File: src/rtl/tpram_stream_reader.sv
// Read-side master for the two-port RAM: turns (start address, length) commands into
// RAM reads and streams the words out through a small skid FIFO. Optional OUT_LAST via TPRAM_STREAM_READER_LAST_EN.
module tpram_stream_reader #(
    parameter int DATA_WIDTH = 32,
    parameter int DEPTH      = 1024,
    parameter int FIFO_DEPTH = 4,
    localparam int AW        = $clog2(DEPTH)
) (
    input  logic                  CLK,
    input  logic                  RSTN,
    input  logic                  START,
    input  logic [AW-1:0]         START_ADDR,
    input  logic [AW:0]           LEN,
    output logic                  BUSY,
    output logic                  DONE,
    output logic                  CENA,
    output logic [AW-1:0]         AA,
    input  logic [DATA_WIDTH-1:0] QA,
    output logic                  OUT_VALID,
    input  logic                  OUT_READY,
    output logic [DATA_WIDTH-1:0] OUT_DATA,
`ifdef TPRAM_STREAM_READER_LAST_EN
    output logic                  OUT_LAST,
`endif
    output logic [1:0]            DBG_STATE
);

    // Stream handshake: a beat transfers on a rising edge with OUT_VALID && OUT_READY;
    // once raised, OUT_VALID and OUT_DATA hold until that transfer happens.

    localparam int PW = $clog2(FIFO_DEPTH);
    localparam logic [PW:0]   FIFO_CAP = (PW+1)'(FIFO_DEPTH);
    localparam logic [AW-1:0] ADDR_MAX = AW'(DEPTH - 1);

    typedef enum logic [1:0] {
        S_IDLE  = 2'd0,
        S_RUN   = 2'd1,
        S_DRAIN = 2'd2
    } state_t;

    state_t          state_q, state_d;
    logic [AW-1:0]   addr_q, addr_d;
    logic [AW:0]     rem_q, rem_d;
    logic [AW-1:0]   aa_q, aa_d;
    logic            done_q, done_d;
    logic            inflight_q;
    logic            issue;
    logic            push, pop;
    logic [PW:0]     occ;

    logic [DATA_WIDTH-1:0] fifo_data_q [FIFO_DEPTH];
    logic [PW-1:0]         wr_ptr_q, rd_ptr_q;
    logic [PW:0]           count_q;

    assign push = inflight_q;
    assign pop  = OUT_VALID && OUT_READY;
    assign occ  = count_q + {{PW{1'b0}}, inflight_q};

    always_comb begin
        state_d = state_q;
        addr_d  = addr_q;
        rem_d   = rem_q;
        aa_d    = aa_q;
        done_d  = 1'b0;
        issue   = 1'b0;
        case (state_q)
            S_IDLE: begin
                if (START) begin
                    if (LEN != '0) begin
                        addr_d  = START_ADDR;
                        rem_d   = LEN;
                        state_d = S_RUN;
                    end else begin
                        done_d = 1'b1;
                    end
                end
            end
            S_RUN: begin
                // Reads in flight count against FIFO space, so a landing word always fits.
                if (rem_q != '0 && occ < FIFO_CAP) begin
                    issue  = 1'b1;
                    aa_d   = addr_q;
                    addr_d = (addr_q == ADDR_MAX) ? '0 : AW'(addr_q + 1'b1);
                    rem_d  = rem_q - 1'b1;
                    if (rem_q == (AW+1)'(1)) state_d = S_DRAIN;
                end
            end
            S_DRAIN: begin
                if (!inflight_q && count_q == (PW+1)'(1) && pop) begin
                    state_d = S_IDLE;
                    done_d  = 1'b1;
                end
            end
            default: state_d = S_IDLE;
        endcase
    end

    always_ff @(posedge CLK or negedge RSTN) begin
        if (!RSTN) begin
            state_q    <= S_IDLE;
            addr_q     <= '0;
            rem_q      <= '0;
            aa_q       <= '0;
            done_q     <= 1'b0;
            inflight_q <= 1'b0;
        end else begin
            state_q    <= state_d;
            addr_q     <= addr_d;
            rem_q      <= rem_d;
            aa_q       <= aa_d;
            done_q     <= done_d;
            inflight_q <= issue;
        end
    end

    always_ff @(posedge CLK or negedge RSTN) begin
        if (!RSTN) begin
            wr_ptr_q <= '0;
            rd_ptr_q <= '0;
            count_q  <= '0;
            for (int i = 0; i < FIFO_DEPTH; i++) fifo_data_q[i] <= '0;
        end else begin
            if (push) begin
                fifo_data_q[wr_ptr_q] <= QA;
                wr_ptr_q <= wr_ptr_q + 1'b1;
            end
            if (pop) rd_ptr_q <= rd_ptr_q + 1'b1;
            case ({push, pop})
                2'b10:   count_q <= count_q + 1'b1;
                2'b01:   count_q <= count_q - 1'b1;
                default: count_q <= count_q;
            endcase
        end
    end

`ifdef TPRAM_STREAM_READER_LAST_EN
    logic inflight_last_q;
    logic fifo_last_q [FIFO_DEPTH];

    always_ff @(posedge CLK or negedge RSTN) begin
        if (!RSTN) begin
            inflight_last_q <= 1'b0;
            for (int i = 0; i < FIFO_DEPTH; i++) fifo_last_q[i] <= 1'b0;
        end else begin
            inflight_last_q <= issue && (rem_q == (AW+1)'(1));
            if (push) fifo_last_q[wr_ptr_q] <= inflight_last_q;
        end
    end

    assign OUT_LAST = OUT_VALID && fifo_last_q[rd_ptr_q];
`endif

    assign BUSY      = (state_q != S_IDLE);
    assign DONE      = done_q;
    assign CENA      = ~issue;
    // AA keeps showing the last issued address while no read is issued.
    assign AA        = issue ? addr_q : aa_q;
    assign OUT_VALID = (count_q != '0);
    assign OUT_DATA  = fifo_data_q[rd_ptr_q];
    assign DBG_STATE = state_q;

endmodule
File: config.mk
export PLATFORM = sky130hd
export DESIGN_NAME = tpram_stream_reader
export DESIGN_NICKNAME = d
export VERILOG_FILES = /design/src/rtl/tpram_stream_reader.sv
export SDC_FILE = /design/constraint.sdc
export NUM_CORES = 1
export LEC_CHECK = 0
export BUFFER_PORTS_ARGS = -buffer_cell sky130_fd_sc_hd__buf_2
export CELL_PAD_IN_SITES_DETAIL_PLACEMENT = 0
export CELL_PAD_IN_SITES_GLOBAL_PLACEMENT = 1
export CORE_MARGIN = 1.5
export CORE_UTILIZATION = 45
export CTS_CLUSTER_SIZE = 28
export DETAILED_ROUTE_END_ITERATION = 8
export PLACE_DENSITY_LB_ADDON = 0.1
export RECOVER_POWER = 50
export SETUP_SLACK_MARGIN = 0.02
export SKIP_CTS_REPAIR_TIMING = 1
export SYNTH_ARGS = -nofsm -noshare
export SYNTH_HDL_FRONTEND = slang
export SYNTH_SLANG_ARGS = --single-unit
File: constraint.sdc
create_clock -name CLK -period 6.15 [get_ports CLK]
set_input_delay 0.9225 -clock CLK [delete_from_list [all_inputs] [get_ports CLK]]
set_output_delay 0.9225 -clock CLK [all_outputs]
set_load 0.02 [all_outputs]
## Word-level counts from Yosys, hierarchy flattened

Index checks and enable logic that the tools add are counted.

| storage, ports and cells | value |
|---|---|
| bits in registers | 170 |
| latch bits | 0 |
| memory bits (writable) | 0 |
| ROM bits | 0 |
| input bits | 57 |
| output and inout bits | 48 |
| word-level logic and storage cells | 84 |
| memories | 0 |

| operators by class | value |
|---|---|
| add/sub/neg operators | 7 |
| multipliers | 0 |
| div/mod/pow operators | 0 |
| $lt $le $gt $ge | 4 |
| eq/ne operators | 12 |
| shift-type cells | 0 |
| muxes and demuxes | 29 |
| bitwise logic cells | 3 |
| reduce and logical (&&, ||, !) cells | 16 |

Operators with widths:

| cell | number |
|---|---|
| bitwise mux 128 bit | 1 |
| 2-to-1 mux 32 bit | 3 |
| binary-select mux 32 bit (select 2 bit) | 1 |
| demux 32 bit (select 2 bit) | 1 |
| 2-to-1 mux 10 bit | 5 |
| 2-to-1 mux 11 bit | 3 |
| one-hot mux 11 bit (2 select lines) | 1 |
| nonzero test 11 bit | 2 |
| one-hot mux 10 bit (2 select lines) | 1 |
| == test 11 x 1 -> 1 bit, second input constant | 1 |
| subtractor 11 x 1 -> 11 bit, second input constant | 1 |
| adder 10 x 1 -> 10 bit, second input constant | 1 |
| == test 10 bit, second input constant | 1 |
| 2-to-1 mux 2 bit | 5 |
| != test 2 bit, second input constant | 5 |
| greater-or-equal comparator 3 bit, second input constant | 2 |
| NOT 2 -> 3 bit | 2 |
| one-hot mux 2 bit (3 select lines) | 1 |
| one-hot mux 3 bit (2 select lines) | 1 |
| nonzero test 2 bit | 3 |
| logical AND 1 bit | 5 |
| 2-to-1 mux 1 bit | 5 |
| AND reduction 5 bit | 1 |
| adder 2 x 1 -> 2 bit, second input constant | 2 |
| 15 further kinds | 17 |

## Logic depth before layout (Yosys ltp)

| logic depth | value |
|---|---|
| depth after elaboration | 6 |
| mapped depth | 8 |
| mapped depth without buffers | 8 |

## Worst setup path before layout

Ideal clock, no wire load.

| timing | value |
|---|---|
| path type | flip-flop to output port |
| start point | register rem_q[0] |
| end point | output AA[1] |
| data arrival time | 1836 ps |
| path slack | 3392 ps |
| stages on the path, launching flop included | 8 |
| cells stage by stage | dfrtp_1 > inv_1 > ha_1 > nor3b_2 > nand3_1 > nand3_1 > buf_2 > mux2_2 |

| on the way | value |
|---|---|
| word-level cells in the longest chain between the ends | 5 |

Ends and longest elaborated chain:

| element | RTL line | source |
|---|---|---|
| start, declared | 43 | `logic [AW:0] rem_q, rem_d;` |
| start signal, assigned | 109 | `rem_q <= rem_d;` |
| nonzero test 11 bit | 80 | `if (rem_q != '0 && occ < FIFO_CAP) begin` |
| logical AND 1 bit | 80 |  |
| 2-to-1 mux 1 bit | 80 |  |
| 2-to-1 mux 1 bit | 66 | `case (state_q)` |
| 2-to-1 mux 10 bit | 157 | `assign AA = issue ? addr_q : aa_q;` |
| end, declared | 17 | `output logic [AW-1:0] AA,` |

No other way between the ends.

## Worst setup path in the final report

| timing | value |
|---|---|
| start point | register rem_q[0] |
| end point | output AA[9] |

Same word-level chain as after synthesis.

==> results.toml <==
[pwr]
ir_drop_mv = 0.365
pwr_density_cell_nw_per_um2 = 622
p_leak_nw = 3.89
fin_total_pwr_mw = 5.69

[synth]
syn_inst = 566
synthArstFlopShare = 1.00
synth_fp_nets = 635
synth_top_area_frac = 0.539
ys_seq_area_frac = 0.539
synth_flop_cell = "dfrtp_1"
syn_area_sq_um = 7890
avgSynthCellArea_sq_um = 13.9
synth_top_area_cell = "dfrtp_1"
yosys_warnings = 0
synth_edf_count = 0
ys_ff_latch = 170
synth_area_leaders = "dfrtp_1, mux2_2, mux4_2"
ys_types = 49

[detailed_routing]
drtAntennaViolNets = 0
wl_per_cell_microns = 18.9
drtPass1Iterations = 4
wirelength_mm = 16.9
vias = 4984
drc_errors = 0
routed_via_density = 5.56
drt-initial-drc-count = 199

[timing]
tightest_slew_ns = 2.81
fin_crit_sh = 0.613
clock_skew_ns = 0.00882
finalWorstPathRequiredPeriod_ns = 3.77
hold_violations = 0
fin_setup_tns_ns = 0
fmax_mhz = 265
finalSetupViolations = 0
final_max_slew_viol_count = 213
max_slew_margin = -0.875
rsz0062_at_grt = "false"

[clocking]
cts_buffers = 17
cts_sinks = 170
htreeDepth = 4
clockBufferDepth = 2
clkTransAtPathRegs_ns = 0.06
ctsRootBufferMaster = "clkbuf_16"
cts_tree = "built"
clock_latency_ns = 0.42

[layout]
final_net_count = 727
n_fill_cell = 1477
area_growth_pct = 15.9
drive_gt1_frac = 0.475

[grt]
first_global_vias = 5294
antenna_found_initial = 1
grt_pass1_wl_mm = 27.4
track_usage = 0.195
grt_max_degree = 114
grt_overflow_total = 0

[critical_path]
crit_buf_inv = 2
cp_max_fo = 12
slowest_delay_ns = 0.47
end_kind = "output port"
path_cells = "inv_1, ha_1, nor3b_1, nand3_1, nand3_1, mux2_2, buf_2"
cp.required_ns = 5.23
path_class = "register to output port"
worst_path_max_delay_cell = "nand3_1"
cpMostUsedCell = "nand3_1"
worstPathArrival_ns = 2.85
critical-path-top-delay-family = "simple AND/OR/NAND/NOR gates"
setup.worst_path.start_class = "register"

[place]
portBuffers = 104
dp_hpwl_mm = 10.6
gp_congestion = 0.881

[floorplanning]
core_sq_um = 17200
row_count = 48
die_h_microns = 135
die_x_microns = 135
pin_count = 105
dieArea_sq_um = 18300
start_util = 0.458

[outcome]
violations = "capacitance limit, slew limit"
outcome = "finished, violations left"

[flow_run]
drv.max_cap_violation_count = 4

[worst_hold_path]
hold_class = "register to register"
==> Yosys cell counts (3+ instances only) <==
| cell type | n |
|---|---|
| a21oi_1 | 12 |
| nand2_1 | 19 |
| a2bb2oi_1 | 7 |
| xor2_1 | 5 |
| buf_6 | 3 |
| inv_1 | 10 |
| mux4_2 | 32 |
| mux2_1 | 3 |
| nor2_1 | 28 |
| nor3_1 | 17 |
| nand3_1 | 9 |
| mux2_2 | 139 |
| o31ai_1 | 8 |
| o21ai_0 | 12 |
| buf_1 | 12 |
| ha_1 | 12 |
| xnor2_1 | 3 |
| dfrtp_1 | 170 |
| nand4_1 | 3 |
| o21ai_1 | 4 |
| buf_2 | 8 |
| clkbuf_1 | 11 |
| nor4_1 | 6 |
| a31oi_1 | 3 |
==> cells in the final DEF, fill, tap and decap left out, types with 3 or more instances in the layout <==
cell / netlist / routed
nand2_1: 19 / 18
a21oi_1: 12 / 12
xor2_1: 5 / 5
nor4_1: 6 / 6
nand4_1: 3 / 3
clkbuf_1: 11 / 3
mux2_2: 139 / 139
mux2_1: 3 / 3
nor3_1: 17 / 17
dfrtp_1: 170 / 168
buf_2: 8 / 102
mux4_2: 32 / 32
xnor2_1: 3 / 3
clkinvlp_4: 0 / 3
buf_4: 1 / 4
ha_1: 12 / 12
o31ai_1: 8 / 8
a2bb2oi_1: 7 / 7
nor2_1: 28 / 28
inv_1: 10 / 10
o21ai_0: 12 / 12
clkbuf_16: 0 / 17
a31oi_1: 3 / 3
nand3_1: 9 / 9
o21ai_1: 4 / 4
clkbuf_8: 0 / 3
==> worst register-to-register path, cell delays in order, from the launching register on <==
cell and delay, ns:
dfrtp_1 0.43, inv_1 0.08, ha_1 0.23, nor3b_1 0.40, nand3_1 0.24, a21oi_4 0.53
nor2_1 0.37, mux2_1 0.39
==> power breakdown <==
part / switching [mW] / internal, mW
Sequential: 0.392 / 1.70
Clock: 0.433 / 0.630
Combinational: 1.24 / 1.30
Total: 2.06 / 3.63
==> layer usage <==
metal,share of wire,vias to the layer above,global-route usage
met5,0,-,0
met4,0.012,0,0.0675
met3,0.050,17,0.0505
met2,0.49,117,0.315
met1,0.45,2571,0.255
li1,-,2279,-
==> kinds of logic (layout without fill, tap and decap cells) <==
logic type      Yosys count  in the layout  synth area share
compound gates           59             59            0.0506
mux                     175            175             0.295
simple gates             97             97            0.0614
flops                   170            170             0.539
fa+ha+maj                12             12            0.0190
xor+xnor                  8              8           0.00888
other cells               0              1                 0
buf+inv                  45            149            0.0260
==> metrics by stage <==
stage	cells	utilization	area, sq um	hold slack [ns]	setup WS (ns)
after floorplan	566	-	7890	0.474	3.39
after global placement	864	0.498	8580	0.476	3.08
after detailed placement	864	0.498	8580	0.478	2.99
after CTS	895	0.532	9160	0.494	2.53
after global routing	895	0.530	9140	0.508	2.16
final	896	0.531	9150	0.490	2.38
==> sequential cells by signal, summed over array words and instances (netlist names) <==
register	cells
inflight_q	1
count_q	3
DBG_STATE	2
wr_ptr_q	2
rd_ptr_q	2
rem_q	11
aa_q	10
addr_q	10
fifo_data_q	128
DONE	1
==> cell type report <==
type / instances / area [sq um] / area share
clock inverter: 9 / 114 / 0.0124
timing repair buffer: 108 / 549 / 0.0601
antenna: 1 / 2.50 / 0.000274
tap: 225 / 282 / 0.0308
inverter: 10 / 37.5 / 0.00410
multi-input combinational: 351 / 3430 / 0.375
sequential: 170 / 4260 / 0.465
clock buffer: 22 / 474 / 0.0518
==> worst paths after layout <==
| check | start | end | slack [ns] | cells after the start |
|---|---|---|---|---|
| worst max-delay path | rem_q[0] | AA[9] | 2.38 | 7 |
| worst min-delay path | aa_q[1] | aa_q[1] | 0.49 | 1 |
| worst max register to register | rem_q[0] | addr_q[7] | 3.37 | 7 |
| worst min register to register | aa_q[1] | aa_q[1] | 0.49 | 1 |
| max in group asynchronous | RSTN | rd_ptr_q[1] | 2.74 | 2 |
| min in group asynchronous | RSTN | fifo_data_q[40] | 1.37 | 1 |
(Power assumes the default switching activity.)
